File: config.mk
export PLATFORM = sky130hd
export DESIGN_NAME = icebus_poll_scheduler_flat
export DESIGN_NICKNAME = d
export VERILOG_FILES = /design/src/rtl/icebus_poll_scheduler_if.sv /design/src/rtl/icebus_poll_scheduler.sv /design/src/flat_wrapper.sv
export SDC_FILE = /design/constraint.sdc
export NUM_CORES = 1
export LEC_CHECK = 0
export BUFFER_PORTS_ARGS = -buffer_cell sky130_fd_sc_hd__clkbuf_2
export CAP_MARGIN = 30
export CORE_ASPECT_RATIO = 1.1
export CORE_UTILIZATION = 35
export DETAILED_ROUTE_END_ITERATION = 6
export MAX_ROUTING_LAYER = met4
export PLACE_DENSITY = 0.57
export SYNTH_ARGS = -nofsm -noshare
export SYNTH_HDL_FRONTEND = slang
export SYNTH_SLANG_ARGS = --single-unit
File: constraint.sdc
create_clock -name clk -period 4.7 [get_ports clk]
set_input_delay 0.94 -clock clk [delete_from_list [all_inputs] [get_ports clk]]
set_output_delay 0.94 -clock clk [all_outputs]
set_load 0.1 [all_outputs]
File: src/rtl/icebus_poll_scheduler_if.sv
// Handshake bundle between the poll scheduler (master) and the UART framer (slave).
interface icebus_poll_scheduler_if;
  logic       frame_req;
  logic       frame_type;
  logic [7:0] frame_motor;
  logic       frame_ack;
  logic       frame_done;
  logic       frame_ok;

  modport master (
    output frame_req, frame_type, frame_motor,
    input  frame_ack, frame_done, frame_ok
  );

  modport slave (
    input  frame_req, frame_type, frame_motor,
    output frame_ack, frame_done, frame_ok
  );
endinterface

File: src/rtl/icebus_poll_scheduler.sv
// Periodic motor poll scheduler: sweeps enabled motor slots, requests setpoint/config frames.
// Optional ICEBUS_RETRY_EN: a failed frame is re-requested once before it is flagged.
module icebus_poll_scheduler #(
  parameter int unsigned NUMBER_OF_MOTORS = 8,
  parameter int unsigned TIMEOUT_CYCLES   = 5000
) (
  input  logic                        clk,
  input  logic                        reset,
  input  logic [31:0]                 period_cycles,
  input  logic [NUMBER_OF_MOTORS-1:0] motor_enable,
  input  logic [NUMBER_OF_MOTORS-1:0] cfg_dirty_set,
  input  logic                        clear_flags,
  icebus_poll_scheduler_if.master     framer,
  output logic [NUMBER_OF_MOTORS-1:0] timeout_flags,
  output logic [NUMBER_OF_MOTORS-1:0] crc_flags,
  output logic                        overrun,
  output logic                        sweep_done
);

  typedef enum logic [1:0] {IDLE, SELECT, REQ, WAIT} state_t;

  localparam logic [7:0]  LAST_IDX = 8'(NUMBER_OF_MOTORS);
  localparam logic [31:0] TO_LAST  = 32'(TIMEOUT_CYCLES - 1);

  state_t                      state_q, state_d;
  logic [31:0]                 tick_cnt_q, tick_cnt_d;
  logic [31:0]                 to_cnt_q, to_cnt_d;
  logic [7:0]                  idx_q, idx_d;
  logic [7:0]                  frame_motor_q, frame_motor_d;
  logic                        frame_type_q, frame_type_d;
  logic                        retry_q, retry_d;
  logic                        sweep_done_q, sweep_done_d;
  logic                        overrun_q, overrun_d;
  logic [NUMBER_OF_MOTORS-1:0] dirty_q, dirty_d;
  logic [NUMBER_OF_MOTORS-1:0] timeout_q, timeout_d;
  logic [NUMBER_OF_MOTORS-1:0] crc_q, crc_d;

  logic                        tick;
  logic [NUMBER_OF_MOTORS-1:0] idx_oh;
  logic                        en_sel, dirty_sel;
  logic                        fail_commit;
  logic [NUMBER_OF_MOTORS-1:0] dirty_clr, to_set, crc_set;

  // A shrunk period that the counter already passed restarts the count without a tick.
  always_comb begin
    tick       = 1'b0;
    tick_cnt_d = tick_cnt_q + 32'd1;
    if (period_cycles == '0) begin
      tick_cnt_d = '0;
    end else if (tick_cnt_q >= period_cycles) begin
      tick_cnt_d = '0;
    end else if (tick_cnt_q == period_cycles - 32'd1) begin
      tick       = 1'b1;
      tick_cnt_d = '0;
    end
  end

  // idx == NUMBER_OF_MOTORS decodes to all-zero, so the selects below stay in range.
  always_comb begin
    idx_oh = '0;
    for (int unsigned i = 0; i < NUMBER_OF_MOTORS; i++) begin
      idx_oh[i] = (idx_q == 8'(i));
    end
  end

  assign en_sel    = |(motor_enable & idx_oh);
  assign dirty_sel = |(dirty_q & idx_oh);

  always_comb begin
    state_d       = state_q;
    idx_d         = idx_q;
    to_cnt_d      = to_cnt_q;
    frame_motor_d = frame_motor_q;
    frame_type_d  = frame_type_q;
    retry_d       = retry_q;
    sweep_done_d  = 1'b0;
    fail_commit   = 1'b0;
    dirty_clr     = '0;
    to_set        = '0;
    crc_set       = '0;

    case (state_q)
      IDLE: begin
        if (tick) begin
          idx_d   = '0;
          state_d = SELECT;
        end
      end
      SELECT: begin
        if (idx_q == LAST_IDX) begin
          sweep_done_d = 1'b1;
          state_d      = IDLE;
        end else if (!en_sel) begin
          idx_d = idx_q + 8'd1;
        end else begin
          frame_motor_d = idx_q;
          frame_type_d  = dirty_sel;
          retry_d       = 1'b0;
          state_d       = REQ;
        end
      end
      REQ: begin
        if (framer.frame_ack) begin
          to_cnt_d = '0;
          state_d  = WAIT;
        end
      end
      WAIT: begin
        to_cnt_d = to_cnt_q + 32'd1;
        if (framer.frame_done && framer.frame_ok) begin
          if (frame_type_q) begin
            dirty_clr = idx_oh;
          end
          idx_d   = idx_q + 8'd1;
          state_d = SELECT;
        end else if (framer.frame_done || (to_cnt_q == TO_LAST)) begin
`ifdef ICEBUS_RETRY_EN
          if (!retry_q) begin
            retry_d = 1'b1;
            state_d = REQ;
          end else begin
            fail_commit = 1'b1;
          end
`else
          fail_commit = 1'b1;
`endif
          if (fail_commit) begin
            if (framer.frame_done) begin
              crc_set = idx_oh;
            end else begin
              to_set = idx_oh;
            end
            idx_d   = idx_q + 8'd1;
            state_d = SELECT;
          end
        end
      end
      default: state_d = IDLE;
    endcase
  end

  // Set requests override clears in the same cycle.
  always_comb begin
    dirty_d   = (dirty_q & ~dirty_clr) | cfg_dirty_set;
    timeout_d = (clear_flags ? '0 : timeout_q) | to_set;
    crc_d     = (clear_flags ? '0 : crc_q) | crc_set;
    overrun_d = (clear_flags ? 1'b0 : overrun_q) | (tick && (state_q != IDLE));
  end

  always_ff @(posedge clk or posedge reset) begin
    if (reset) begin
      state_q       <= IDLE;
      tick_cnt_q    <= '0;
      to_cnt_q      <= '0;
      idx_q         <= '0;
      frame_motor_q <= '0;
      frame_type_q  <= 1'b0;
      retry_q       <= 1'b0;
      sweep_done_q  <= 1'b0;
      overrun_q     <= 1'b0;
      dirty_q       <= '1;
      timeout_q     <= '0;
      crc_q         <= '0;
    end else begin
      state_q       <= state_d;
      tick_cnt_q    <= tick_cnt_d;
      to_cnt_q      <= to_cnt_d;
      idx_q         <= idx_d;
      frame_motor_q <= frame_motor_d;
      frame_type_q  <= frame_type_d;
      retry_q       <= retry_d;
      sweep_done_q  <= sweep_done_d;
      overrun_q     <= overrun_d;
      dirty_q       <= dirty_d;
      timeout_q     <= timeout_d;
      crc_q         <= crc_d;
    end
  end

  assign framer.frame_req   = (state_q == REQ);
  assign framer.frame_type  = frame_type_q;
  assign framer.frame_motor = frame_motor_q;
  assign timeout_flags      = timeout_q;
  assign crc_flags          = crc_q;
  assign overrun            = overrun_q;
  assign sweep_done         = sweep_done_q;

endmodule

File: src/flat_wrapper.sv
// flat-port wrapper written by rule: the top's interface ports become plain ports
module icebus_poll_scheduler_flat 
#(
  parameter int unsigned NUMBER_OF_MOTORS = 8,
  parameter int unsigned TIMEOUT_CYCLES   = 5000
)
  (clk, reset, period_cycles, motor_enable, cfg_dirty_set, clear_flags, timeout_flags, crc_flags, overrun, sweep_done, framer_frame_req, framer_frame_type, framer_frame_motor, framer_frame_ack, framer_frame_done, framer_frame_ok);
  icebus_poll_scheduler_if framer_i ();
  input  logic clk;
  input  logic reset;
  input  logic [31:0] period_cycles;
  input  logic [NUMBER_OF_MOTORS-1:0] motor_enable;
  input  logic [NUMBER_OF_MOTORS-1:0] cfg_dirty_set;
  input  logic clear_flags;
  output logic [NUMBER_OF_MOTORS-1:0] timeout_flags;
  output logic [NUMBER_OF_MOTORS-1:0] crc_flags;
  output logic overrun;
  output logic sweep_done;
  output wire logic [$bits(framer_i.frame_req)-1:0] framer_frame_req;
  output wire logic [$bits(framer_i.frame_type)-1:0] framer_frame_type;
  output wire logic [$bits(framer_i.frame_motor)-1:0] framer_frame_motor;
  input wire logic [$bits(framer_i.frame_ack)-1:0] framer_frame_ack;
  input wire logic [$bits(framer_i.frame_done)-1:0] framer_frame_done;
  input wire logic [$bits(framer_i.frame_ok)-1:0] framer_frame_ok;
  assign framer_frame_req = framer_i.frame_req;
  assign framer_frame_type = framer_i.frame_type;
  assign framer_frame_motor = framer_i.frame_motor;
  assign framer_i.frame_ack = framer_frame_ack;
  assign framer_i.frame_done = framer_frame_done;
  assign framer_i.frame_ok = framer_frame_ok;
  icebus_poll_scheduler #(.NUMBER_OF_MOTORS(NUMBER_OF_MOTORS), .TIMEOUT_CYCLES(TIMEOUT_CYCLES)) u_core (.clk(clk), .reset(reset), .period_cycles(period_cycles), .motor_enable(motor_enable), .cfg_dirty_set(cfg_dirty_set), .clear_flags(clear_flags), .framer(framer_i), .timeout_flags(timeout_flags), .crc_flags(crc_flags), .overrun(overrun), .sweep_done(sweep_done));
endmodule
==> impl_metrics.tcl, run 1 <==
set metrics [dict create \
    status "completed" \
    post_cts_buffers 0 \
    fin_crit_sh_pct 86.4 \
    cts.root.buffer_cell "clkbuf_16" \
    final_cell_mix "101 x dfrtp_1, 94 x nor2_1, 81 x clkbuf_2" \
    ant_nets 0 \
    grt_max_degree 62 \
    clk_pin_slew_worst_paths_ns 0.08 \
    slew_headroom_pct 48.0 \
    track_usage_pct 17.5 \
    synth-seq-area-share_pct 37.7 \
    worst_pin_slew_ns 0.774 \
    synthCells 830 \
    r2r-end "u_core.to_cnt_q[31]$_DFFE_PP0P_" \
    holdCritStartpoint "u_core.dirty_q[3]$_DFF_PP1_" \
    wl_um 17200 \
    ios 82 \
    ff2ff_setup_slack_ns 1.44 \
    post_drt_wl_per_cell_um 14.8 \
    worstPathCellList "clkbuf_2, inv_1, ha_1, nor4b_4, nand4_4, or4_1, a41oi_1, o32ai_1, a2111o_1, nor4_4, or2_1, mux2i_1" \
    holdWs_ns 0.487 \
    grt_antenna_before_repair 0 \
    drive_gt1_share_pct 14.0 \
    hold_buffers 0 \
    dp_hpwl_um 12900 \
    cts_buffers 9 \
    worstSetupStartpointType "input port" \
    drt-initial-drc-count 251 \
    rsz0062_at_grt "no" \
    worst_path_max_delay_cell "or4_1" \
    cp-end-kind "flop" \
    hold_viol_final 0 \
    fin_worst_skew_ns 0.0124 \
    min_delay_path_depth 2 \
    via_per_inst 5.28 \
    initial_core_util_pct 36.2 \
    clk_latency_ns 0.35 \
    synth_nets 928 \
    setup_viol 0 \
    fp.coreArea_sq_mm 0.0201 \
    die_area_sq_mm 0.0214 \
    grt_pass1_wl_um 29600 \
    max_stage_delay_ns 0.50 \
    maxCapViolCount 0 \
    power.leakage_nw 3.75 \
    gp_congestion 0.855 \
    path_class "in2reg" \
    synth-seq-cells 109 \
    clockBufferDepth 2 \
    die_w_um 139 \
    final.setup.tns_ns 0 \
    required_ns 4.98 \
    fmax_mhz 246 \
    fp-row-count 54 \
    synthFlopType "dfrtp_1" \
    ir_worst_vdd_mv 0.279 \
    grt.overflow.total 0 \
    htree_levels 3 \
    syn_avg_cell_area_sq_um 8.76 \
    synth_edf_count 0 \
    dr_total_vias 6147 \
    holdPathEnd "u_core.dirty_q[3]$_DFF_PP1_" \
    ctsResizeCount 0 \
    synthArstFlopShare_pct 100 \
    path_delay_family "simple AND/OR/NAND/NOR gates" \
    fp.dieH_um 153 \
    syn_to_final_growth_pct 13.9 \
    hp-class "reg2reg" \
    grt_pass1_vias 5975 \
    drcViolationCount 0 \
    critical_path_buf_inv_count 2 \
    final_common_cell "dfrtp_1" \
    fin_nets 1006 \
    yosys_warnings 0 \
    n_antenna_cell 0 \
    synth_cell_types 62 \
    portBuffers 81 \
    synth_area_sq_mm 0.00727 \
    cts_tree "yes" \
    r2r_cells 10 \
    maxSlewViolCount 0 \
    clock-sinks 109 \
    period_minus_slack_ns 4.06 \
    crit_path_max_fanout 8 \
    p_per_area_mw_per_mm2 320 \
    worstPathArrival_ns 4.34 \
    dr.pass1.iters 4 \
    r2r-start "u_core.state_q[0]$_DFFE_PP0P_" \
]
registers in the layout (all words and copies together), names as in the netlist, 2 cells and up:
| register | cells |
|---|---|
| u_core.timeout_flags | 8 |
| u_core.to_cnt_q | 32 |
| u_core.state_q | 2 |
| u_core.dirty_q | 8 |
| u_core.crc_flags | 8 |
| u_core.tick_cnt_q | 32 |
| u_core.framer.frame_motor | 8 |
| u_core.idx_q | 8 |
final cells by class:
class                      count  area, sq um
clock buffer                  10          239
clock inverter                 6         56.3
fill                        2060        11800
inverter                      65          246
multi-input combinational    634         4200
sequential                   109         2740
tap                          252          315
timing repair buffer          89          485
worst min-delay path, delay by kind of cell, from the launching register on:
| family | cells | cell delay, ns |
|---|---|---|
| compound gates | 1 | 0.06 |
| flops | 1 | 0.37 |
| simple gates | 1 | 0.05 |
logic make-up (layout without fill, tap and decap cells):
kind of cell	count (synthesis)	after routing	share of synthesized area [%]
buffers and inverters	87	170	4.66
DFF	109	109	37.7
and+or+nand+nor	356	356	26.0
muxes	8	8	1.14
xor gates and xnor gates	90	90	10.8
adders and majority gates	44	44	7.57
AOI/OAI and AO/OA	136	136	12.1
synthesized netlist by cell type (3+ instances only):
library cell	n	area [sq um]
nor2_1	95	357
or3_1	10	62.6
a21oi_1	22	110
a22oi_1	7	52.6
dfstp_2	8	210
nor2b_1	9	56.3
nor3b_1	6	45.0
o21ai_0	38	190
and2_1	9	56.3
nor3_1	17	85.1
nor4_1	18	113
nand4_1	25	156
nor4b_1	3	26.3
clkbuf_1	19	71.3
a21o_1	12	90.1
a211oi_1	6	45.0
o22ai_1	14	87.6
or4_1	8	60.1
a31oi_1	6	37.5
nand3b_1	4	30.0
o211ai_1	6	45.0
o2111ai_1	3	26.3
a22o_1	4	35.0
nand3_1	36	180
dfrtp_1	101	2530
xor2_1	44	385
ha_1	44	551
and3_1	12	75.1
xnor2_1	46	403
nand2_1	69	259
a41oi_1	3	26.3
mux2i_1	6	60.1
nand2b_1	11	68.8
and4_1	10	87.6
inv_1	65	244
power by group:
| group | switching (mW) | internal, mW |
|---|---|---|
| registers | 0.0651 | 0.994 |
| logic | 0.580 | 0.255 |
| clock network | 0.373 | 0.385 |
| total | 1.02 | 1.63 |
per-layer routing:
layer | part of all wire, % | GRT usage [%]
met1 | 49 | 23.1
met2 | 46 | 28.1
met3 | 3.7 | 2.91
met4 | 0.91 | 3.86
met5 | 0 | -
through the flow:
step / setup slack, ns / area, sq um / util [%] / instances / power, mW
6_report: 0.641 / 8280 / 41.3 / 1165 / 2.65
3_3_place_gp: 0.343 / 7960 / 39.7 / 1148 / 1.91
5_1_grt: 0.393 / 8280 / 41.3 / 1165 / 2.83
3_5_place_dp: 0.285 / 7990 / 39.8 / 1149 / 1.92
2_1_floorplan: 0.846 / 7270 / - / 830 / 1.70
4_1_cts: 0.649 / 8280 / 41.3 / 1165 / 2.70
how the worst max path moves through the flow:
| stage | from | to | slack [ns] | cells after the start |
|---|---|---|---|---|
| 2_1_floorplan | period_cycles[1] | u_core.idx_q[1]$_DFFE_PP0P_ | 0.85 | 12 |
| 3_3_place_gp | period_cycles[1] | u_core.idx_q[1]$_DFFE_PP0P_ | 0.34 | 12 |
| 3_5_place_dp | period_cycles[1] | u_core.idx_q[1]$_DFFE_PP0P_ | 0.28 | 12 |
| 4_1_cts | period_cycles[1] | u_core.idx_q[1]$_DFFE_PP0P_ | 0.65 | 12 |
| 5_1_grt | period_cycles[1] | u_core.idx_q[1]$_DFFE_PP0P_ | 0.39 | 12 |
| 6_report | period_cycles[1] | u_core.idx_q[1]$_DFFE_PP0P_ | 0.64 | 12 |
Note: power is estimated with default switching activity, not from simulation.
==> run 2, diff against run 1 <==
--- a/config.mk
+++ b/config.mk
@@ -8,10 +8,10 @@
 export BUFFER_PORTS_ARGS = -buffer_cell sky130_fd_sc_hd__clkbuf_2
 export CAP_MARGIN = 30
 export CORE_ASPECT_RATIO = 1.1
-export CORE_UTILIZATION = 35
+export CORE_UTILIZATION = 50
 export DETAILED_ROUTE_END_ITERATION = 6
 export MAX_ROUTING_LAYER = met4
-export PLACE_DENSITY = 0.57
+export PLACE_DENSITY = 0.75
 export SYNTH_ARGS = -nofsm -noshare
 export SYNTH_HDL_FRONTEND = slang
 export SYNTH_SLANG_ARGS = --single-unit
==> run 2 against run 1 <==
Core utilization is 17 points higher. Setup slack worse by 0.12 ns. Maximum frequency is 2.9% lower. Clock skew is 0.0040 ns lower. Via count is 1.7% higher. Sequential power hardly changed. Cell area is 1.5% lower. Sequential cell count stayed put. Count of clock-buffer cells in the layout is 1 lower. Combinational power is 0.5% lower. First-iteration DRC count is 100% higher. Critical path type unchanged. Critical endpoint unchanged. Largest cell class unchanged. Largest power group unchanged.
==> impl_metrics.tcl, run 2 (same netlist as run 1, synthesis figures left out) <==
set metrics [dict create \
    status "completed" \
    power.leakage_nw 3.73 \
    final_cell_mix "101 x dfrtp_1, 95 x nor2_1, 81 x clkbuf_2" \
    worst_path_max_delay_cell "or4_1" \
    route.met3.wl_um 632 \
    cts.root.buffer_cell "clkbuf_16" \
    crit_path_max_fanout 10 \
    cp-end-kind "flop" \
    worst_pin_slew_ns 0.826 \
    fmax_mhz 239 \
    drt-initial-drc-count 501 \
    clk_latency_ns 0.35 \
    hp-class "reg2reg" \
    period_minus_slack_ns 4.18 \
    clockBufferDepth 2 \
    ios 82 \
    drive_gt1_share_pct 13.7 \
    clock-sinks 109 \
    worstPathCellList "clkbuf_2, inv_1, ha_1, nor4b_4, nand4_4, or4_1, a41oi_1, o32ai_1, a2111o_1, nor4_4, or2_1, mux2i_1" \
    drcViolationCount 0 \
    final.setup.tns_ns 0 \
    via_per_inst 5.69 \
    htree_levels 3 \
    setup_viol 0 \
    seq_area_sq_mm 0.00274 \
    max_stage_delay_ns 0.51 \
    dr.pass1.iters 5 \
    grt.overflow.total 0 \
    ff2ff_setup_slack_ns 1.34 \
    grt_max_degree 47 \
    gp_congestion 0.881 \
    met1_length_um 7820 \
    placed_cells 1083 \
    n_antenna_cell 0 \
    worstSetupStartpointType "input port" \
    top_layer "met4" \
    post_cts_buffers 0 \
    syn_to_final_growth_pct 12.1 \
    final_common_cell "dfrtp_1" \
    cts_buffers 9 \
    fin_worst_skew_ns 0.00840 \
    fin_nets 1004 \
    die_w_um 117 \
    final_cell_area_sq_mm 0.00815 \
    clk_pin_slew_worst_paths_ns 0.08 \
    hold_viol_final 0 \
    fillers 1279 \
    slew_headroom_pct 44.5 \
    initial_core_util_pct 51.9 \
    fp.coreArea_sq_mm 0.0140 \
    grt_antenna_before_repair 0 \
    portBuffers 81 \
    cts_tree "yes" \
    post_dp_cell_area_sq_mm 0.00787 \
    fin_crit_sh_pct 89.0 \
    ir_worst_vdd_mv 0.302 \
    hold_buffers 0 \
    fp-row-count 45 \
    dr_total_vias 6251 \
    maxCapViolCount 0 \
    min_delay_path_depth 2 \
    track_usage_pct 23.2 \
    p_per_area_mw_per_mm2 321 \
    layoutNonFillerInstCount 1099 \
    path_class "in2reg" \
    largestRegisters "u_core.tick_cnt_q (32), u_core.to_cnt_q (32)" \
    grt_pass1_vias 5829 \
    maxSlewViolCount 0 \
    wl_um 16000 \
    post_drt_wl_per_cell_um 14.6 \
    fp.dieH_um 128 \
    die_area_sq_mm 0.0150 \
    grt_pass1_wl_um 27100 \
    required_ns 4.97 \
    r2r_cells 9 \
    dp_hpwl_um 12000 \
    rsz0062_at_grt "no" \
    worstPathArrival_ns 4.45 \
    multi_input_area_sq_mm 0.00420 \
    dr_wl_met2_um 7380 \
    ctsResizeCount 0 \
    ant_nets 0 \
]
-- run 2: layout make-up --
| class | count | area share [%] |
|---|---|---|
| clock inverter | 7 | 0.737 |
| inverter | 65 | 3.02 |
| tap | 188 | 2.89 |
| timing repair buffer | 87 | 5.52 |
| sequential | 109 | 33.6 |
| clock buffer | 9 | 2.76 |
| multi-input combinational | 634 | 51.5 |
-- run 2: path summary, 6_finish.rpt --
| check | to | startpoint |
|---|---|---|
| min reg2reg | u_core.framer.frame_motor[1]$_DFFE_PP0P_ | u_core.framer.frame_motor[1]$_DFFE_PP0P_ |
| max reg2reg | u_core.idx_q[1]$_DFFE_PP0P_ | u_core.tick_cnt_q[3]$_DFF_PP0_ |
| max in group asynchronous | u_core.tick_cnt_q[6]$_DFF_PP0_ | reset |
| min | u_core.framer.frame_motor[1]$_DFFE_PP0P_ | u_core.framer.frame_motor[1]$_DFFE_PP0P_ |
| min in group asynchronous | u_core.framer.frame_motor[4]$_DFFE_PP0P_ | reset |
| max | u_core.idx_q[1]$_DFFE_PP0P_ | period_cycles[1] |
-- run 2: where the power goes --
part	total (mW)	internal [mW]	leakage, nW	switching, mW
Combinational	0.830	0.254	2.12	0.576
Clock	0.726	0.368	0.135	0.358
Sequential	1.06	0.994	1.47	0.0668
Total	2.62	1.62	3.73	1.00
-- run 2: per-layer routing --
metal / GRT usage, % / up-vias
li1: - / 3082
met1: 31.2 / 3008
met2: 36.4 / 144
met3: 3.53 / 17
met4: 6.48 / 0
met5: - / -
-- run 2: worst max-delay path: cells and delay by family --
family | cells | cell delay [ns]
muxes | 1 | 0.22
AOI/OAI and AO/OA | 3 | 0.81
and+or+nand+nor | 5 | 2.00
buffers and inverters | 2 | 0.19
adders and majority gates | 1 | 0.27
-- run 2: metrics by stage --
stage	hold WS, ns	utilization, %	setup WS, ns	power [mW]
after detailed placement	0.470	56.1	0.219	1.90
after global routing	0.496	58.2	0.299	2.77
after floorplan	0.446	-	0.846	1.70
final	0.483	58.2	0.518	2.62
after global placement	0.465	56.1	0.315	1.88
after CTS	0.487	58.2	0.586	2.63
